==> src/rtl/uart_fifo_rx.sv <==
// UART receive FIFO: edge-detected push/pop, first-word fall-through read.
// Overrun pulses one cycle when a byte arrives while the FIFO is full.
module uart_fifo_rx #(
  parameter int DATA_BITS = 8,
  parameter int ADDR_BITS = 2
) (
  input  logic                 clk,
  input  logic                 reset,
  input  logic [DATA_BITS-1:0] d_out,
  input  logic                 rx_done,
  input  logic                 rd,
  output logic [DATA_BITS-1:0] r_data,
  output logic                 rx_empty,
  output logic                 rx_full,
  output logic                 overrun
);

  localparam int DEPTH = 1 << ADDR_BITS;
  localparam int CW    = ADDR_BITS + 1;

  logic [DATA_BITS-1:0] mem_q [DEPTH];
  logic [ADDR_BITS-1:0] wr_ptr_q, wr_ptr_d;
  logic [ADDR_BITS-1:0] rd_ptr_q, rd_ptr_d;
  logic [CW-1:0]        count_q, count_d;
  logic                 rx_done_q, rd_q;
  logic                 overrun_q, overrun_d;

  logic push_req, pop_req;
  logic do_push, do_pop;
  logic empty, full;

  assign push_req = rx_done & ~rx_done_q;
  assign pop_req  = rd & ~rd_q;

  assign empty = (count_q == '0);
  assign full  = (count_q == CW'(DEPTH));

  // A pop on a full FIFO frees the slot the simultaneous push needs.
  assign do_pop  = pop_req & ~empty;
  assign do_push = push_req & (~full | do_pop);

  always_comb begin
    wr_ptr_d  = wr_ptr_q;
    rd_ptr_d  = rd_ptr_q;
    count_d   = count_q;
    overrun_d = push_req & full & ~pop_req;
    if (do_push) wr_ptr_d = wr_ptr_q + 1'b1;
    if (do_pop)  rd_ptr_d = rd_ptr_q + 1'b1;
    unique case ({do_push, do_pop})
      2'b10:   count_d = count_q + 1'b1;
      2'b01:   count_d = count_q - 1'b1;
      default: count_d = count_q;
    endcase
  end

  always_ff @(posedge clk) begin
    if (reset) begin
      wr_ptr_q  <= '0;
      rd_ptr_q  <= '0;
      count_q   <= '0;
      overrun_q <= 1'b0;
      rx_done_q <= 1'b1;
      rd_q      <= 1'b1;
    end else begin
      wr_ptr_q  <= wr_ptr_d;
      rd_ptr_q  <= rd_ptr_d;
      count_q   <= count_d;
      overrun_q <= overrun_d;
      rx_done_q <= rx_done;
      rd_q      <= rd;
    end
  end

  // Storage is left unreset; only the pointers define validity.
  always_ff @(posedge clk) begin
    if (!reset && do_push) mem_q[wr_ptr_q] <= d_out;
  end

  assign r_data   = mem_q[rd_ptr_q];
  assign rx_empty = empty;
  assign rx_full  = full;
  assign overrun  = overrun_q;

endmodule

==> config.mk <==
export PLATFORM = sky130hd
export DESIGN_NAME = uart_fifo_rx
export DESIGN_NICKNAME = d
export VERILOG_FILES = /design/src/rtl/uart_fifo_rx.sv
export SDC_FILE = /design/constraint.sdc
export NUM_CORES = 1
export LEC_CHECK = 0
export BUFFER_PORTS_ARGS = -buffer_cell sky130_fd_sc_hd__buf_2
export CAP_MARGIN = 20
export CELL_PAD_IN_SITES_DETAIL_PLACEMENT = 1
export CELL_PAD_IN_SITES_GLOBAL_PLACEMENT = 1
export CORE_UTILIZATION = 50
export DETAILED_ROUTE_END_ITERATION = 12
export PLACE_DENSITY_LB_ADDON = 0.1
export SYNTH_ARGS = -nofsm -noshare
export SYNTH_HDL_FRONTEND = slang
export SYNTH_SLANG_ARGS = --single-unit
==> constraint.sdc <==
create_clock -name clk -period 3.95 [get_ports clk]
set_clock_uncertainty 0.2 [all_clocks]
set_input_delay 0.395 -clock clk [delete_from_list [all_inputs] [get_ports clk]]
set_output_delay 0.395 -clock clk [all_outputs]
set_load 0.02 [all_outputs]
# Word level (Yosys, flattened, before mapping)
# Memories as Yosys holds them, arrays and structs flattened. A register that Yosys moved wholly into a read port is not among the register bits.
# Cells that the tools add are included.
op_classes:
  addsub: 4
  n_bitwise: 12
  mux: 5
  reduce_logical: 4
  eq_ne: 3
ops:
  columns: ["op", "n"]
  rows:
  - ["bitwise AND 1 bit", 6]
  - ["case mux 3 bit (2 select lines)", 1]
  - ["NOT 1 bit", 5]
  - ["adder 2 x 1 -> 2 bit (second input constant)", 2]
  - ["two-way mux 2 bit", 2]
  - ["adder 3 x 1 -> 3 bit (second input constant)", 1]
  - ["== test 3 bit (second input constant)", 1]
  - ["logical NOT 3 bit", 1]
  - ["subtractor 3 x 1 -> 3 bit (second input constant)", 1]
  - ["== test 2 x 1 -> 1 bit (second input constant)", 1]
  - ["== test 2 bit (second input constant)", 1]
  - ["two-way mux 1 bit", 2]
  - ["nonzero test 2 bit", 1]
  - ["logical AND 1 bit", 1]
  - ["logical NOT 1 bit", 1]
  - ["bitwise OR 1 bit", 1]
totals:
  in_bits: 12
  elab_cells: 35
  mem_count: 1
  regBits: 10
  ramBits: 32
  out_inout_bits: 11
mem_list:
  columns: ["name", "depth", "word_bits", "read_ports", "rd_ports_with_merged_regs", "write_ports", "line_no", "rtl"]
  rows:
  - ["mem_q", 4, 8, 1, 1, 1, "21", "logic [DATA_BITS-1:0] mem_q [DEPTH];"]

# Longest topological paths before layout
depth:
  depth_word: 8
  depth_mapped: 8

# Worst setup path after synthesis
# Ideal clock, no wire load.
synth_path:
  path_kind: "flip-flop to flip-flop"
  startpoint: "register count_q[0]"
  endpoint: "register count_q[1]"
  synth_period_minus_slack_ps: 2292
  arrival_ps: 2032
  path_stages_with_launch: 8
  setup_ps: 59
  setup_slack_ps: 1658
  cell_sequence: "dfxtp_1 > nor3_2 > nor2_1 > nand2_1 > fa_1 > mux2_4 > o22ai_1 > o311a_1"
synth_via:
  elab_chain_cells: 7
  elab_cells_between_ends: 13
synth_lines:
  columns: ["item", "line_no", "rtl"]
  rows:
  - ["start: declaration", "24", "logic [CW-1:0] count_q, count_d;"]
  - ["start signal: assignment", "67", "count_q <= count_d;"]
  - ["logical NOT 3 bit *", "35", "assign empty = (count_q == '0);"]
  - ["via rx_empty", "13", "output logic rx_empty,"]
  - ["NOT 1 bit *", "39", "assign do_pop = pop_req & ~empty;"]
  - ["bitwise AND 1 bit *", "39", null]
  - ["bitwise OR 1 bit", "40", "assign do_push = push_req & (~full | do_pop);"]
  - ["bitwise AND 1 bit", "40", null]
  - ["== test 2 x 1 -> 1 bit or == test 2 bit (tied branches)", "49", "unique case ({do_push, do_pop})"]
  - ["case mux 3 bit (2 select lines) or nonzero test 2 bit (tied branches)", null, null]
# The timed path passes the listed nets; every way through them passes the cells marked *.
# A chain may end at the register's enable or synchronous reset.

==> results.md <==
* Clk sinks at between 40 and 50
* Synth top area share at a little over half
* Max Freq at roughly 420 MHz
* Finish-stage setup viols at 0
* Final Max Slew Viols at 0
* Largest net degree at the start of global routing at 15
* Data arrival time of the critical path at 1.78 ns
* Largest cells by area after synthesis: edfxtp_1 52%, dfxtp_1 13%, mux4_2 9.8%
* # port buffers at 22
* Period utilization at about three fifths
* GR Overflow Total at 0
* Seq cells post-synth at between 40 and 50
* Setup TNS at 0 ns
* Total placed cells including tap cells at ~180
* CTS buffer count at 5
* Antenna violations before repair at 0
* Vias in the first global route at about 1.1k
* GRT Resource Usage Total at about a fifth
* Post-Synthesis Cell Area at about 1800 um^2
* Relative slew slack at approximately 63%
* Critical path required time at 3.36 ns
* Skew-Pair Late Insertion Delay at between 0.3 and 0.4 ns
* CTS clock-pin slew for the worst setup and hold paths at approximately 0.12 ns
* Clk root buf: clkbuf_4
* Final Instance Area at about 2100 um^2
* Outcome: finished clean
* Post-CTS sizing at 0
* Vias/cell at between 5 and 6
* Area growth syn-to-layout at 12.33%
* Sequential Area at approximately 1200 um^2
* Reg2reg start: count_q[2]$_SDFFE_PP0P_
* HP Class: in2reg
* Fraction of layout cells with a size suffix above 1 at roughly a third
* DIE AREA at 3920 um^2
* Synth Net Count at 134
* Nets@finish at around 160
* Ys Warns at 0
* Clock period minus worst slack at between 2 and 2.5 ns
* Setup CP Type: reg2out
* Lkg Pwr at roughly 0.0007 uW
* Max Cap Viol at 0
* Most instantiated cells after synthesis: 32 x edfxtp_1, 12 x dfxtp_1, 9 x nor2_1
* Placer Congestion at between 0.7 and 0.8
* Ordered cell list for the critical path: mux4_2, buf_2
* # diodes at 0
* Setup Buffers After CTS at 0
* Post-route ant nets at 0
* Fillers at roughly 340
* HPWL Detailed at roughly 2.3 mm
* # IOs at 23
* Placeable Area at between 3000 and 4000 um^2
* Synthesized area per cell at ~16 um^2
* Asr flop ratio synth at 0%
* Syn Inst Count at approximately 120
* Final Non-Filler Cells at 189
* RSZ-0062 raised after global routing: no
* Synth area leader: edfxtp_1
* Final core occ at 60.40%
* Initial core utilization at 53.77%
* Primary FF master, synth: edfxtp_1
* Power density cells at between 400 and 500 nW/um^2
* Global-route wire length before repair at 5.437 mm
* Drt wl/cell at 16.73 um
* Cts hold-fix bufs at 0
* TritonCTS clock tree: yes
* Count leader, synth: edfxtp_1
* Die height at 62.61 um
* Seq/Total Area, Yosys at between 60% and 70%
* Crit. End Element: output port
* Hold Vio Cnt, Final at 0
* Post-synth EDFFs at 32
* Final wirelength at around 3.2 mm
* DRT Pass-1 Iters at 4
* CP peak stage delay at a little under 0.7 ns
* Distinct cells, synth at 39
* Worst-Margin Slew at 0.5484 ns
* Placed inst area at 1987 um^2
* Slowest cell on crit path: dfxtp_1
* Hold_sp: d_out[4]
* CTS H-tree depth at 2
* CP max FO at 8
* Via count at 1,038
* Max Buffers Root-to-Sink at 2
* Drt initial violations at 30
* Peak supply drop at ~260 uV
* Die W at roughly 63 um
* Startpoint Class: flip-flop
* Row count at 21
* Post-route DRC violation count at 0
* Combined area of the multi-input logic cells at 603.1 um^2
-- sequential cells by signal (all words and copies together), names as in the netlist, named ones only --
signal	count
rd_q	1
rd_ptr_q	2
wr_ptr_q	2
overrun	1
mem_q	32
rx_done_q	1
count_q	3
-- worst max-delay path, delay by kind of cell, from the launching register on --
family	cells	cell delay (ns)
buffers and inverters	1	0.17
muxes	1	0.58
DFF	1	0.68
-- kinds of logic after synthesis --
| family | synth area share [%] |
|---|---|
| DFF | 65.39 |
| and+or+nand+nor | 10.49 |
| AOI/OAI and AO/OA | 5.450 |
| muxes | 11.17 |
| buffers and inverters | 1.771 |
| adders and majority gates | 3.815 |
| xor gates and xnor gates | 1.907 |
-- cell usage in the layout, fill, tap and decap left out, types with 2 or more instances in the layout --
cell type / instances
nand3_1: 2
ha_1: 4
edfxtp_1: 32
inv_1: 3
and2_1: 4
xnor2_1: 4
dfxtp_1: 12
or2_2: 2
nand2b_1: 2
mux4_2: 8
o21ai_0: 2
buf_2: 22
a21o_1: 2
clkbuf_4: 5
a21oi_1: 4
nor2_1: 9
nor3_1: 2
-- worst paths after layout --
| kind | slack, ns | end | depth (start not counted) |
|---|---|---|---|
| setup / recovery | 1.57 | r_data[4] | 2 |
| hold / removal | 0.05 | mem_q[3][4]$_DFFE_PP_ | 1 |
| setup reg to reg | 1.60 | count_q[2]$_SDFFE_PP0P_ | 7 |
| hold reg to reg | 0.35 | flip-flop | 2 |
-- power by group --
part,switching (uW),leakage [uW],internal [uW],total (uW)
sequential,7.17,0.000386,500,508
clock,136,0.0000422,133,268
combinational,31.2,0.000262,23.8,55.0
-- layer usage --
layer	global-route usage, %	vias to the layer above	routed length (um)
met2	30.16	22	1573
met1	24.78	519	1431
met3	5.109	7	110
li1	-	490	-
met4	6.105	0	46
met5	0	-	0
-- layout make-up --
class	instances	share of cell area, %
flip-flops and latches	44	58.22
multi-input cells	65	29.23
repair buffers	22	5.337
well taps	46	2.790
clock buffers	6	2.001
clock inverters	2	1.698
inverters	4	0.7277
-- per-stage QoR --
stage	setup WS [ns]	hold WS, ns	power (uW)
6_report	1.572	0.04713	830.9
5_1_grt	1.421	0.03460	860.8
3_5_place_dp	1.512	0.3362	573.8
2_1_floorplan	1.658	0.2902	553.0
4_1_cts	1.474	0.03329	840.3
3_3_place_gp	1.600	0.3111	570.9
Power figures use the tool's default switching activity.
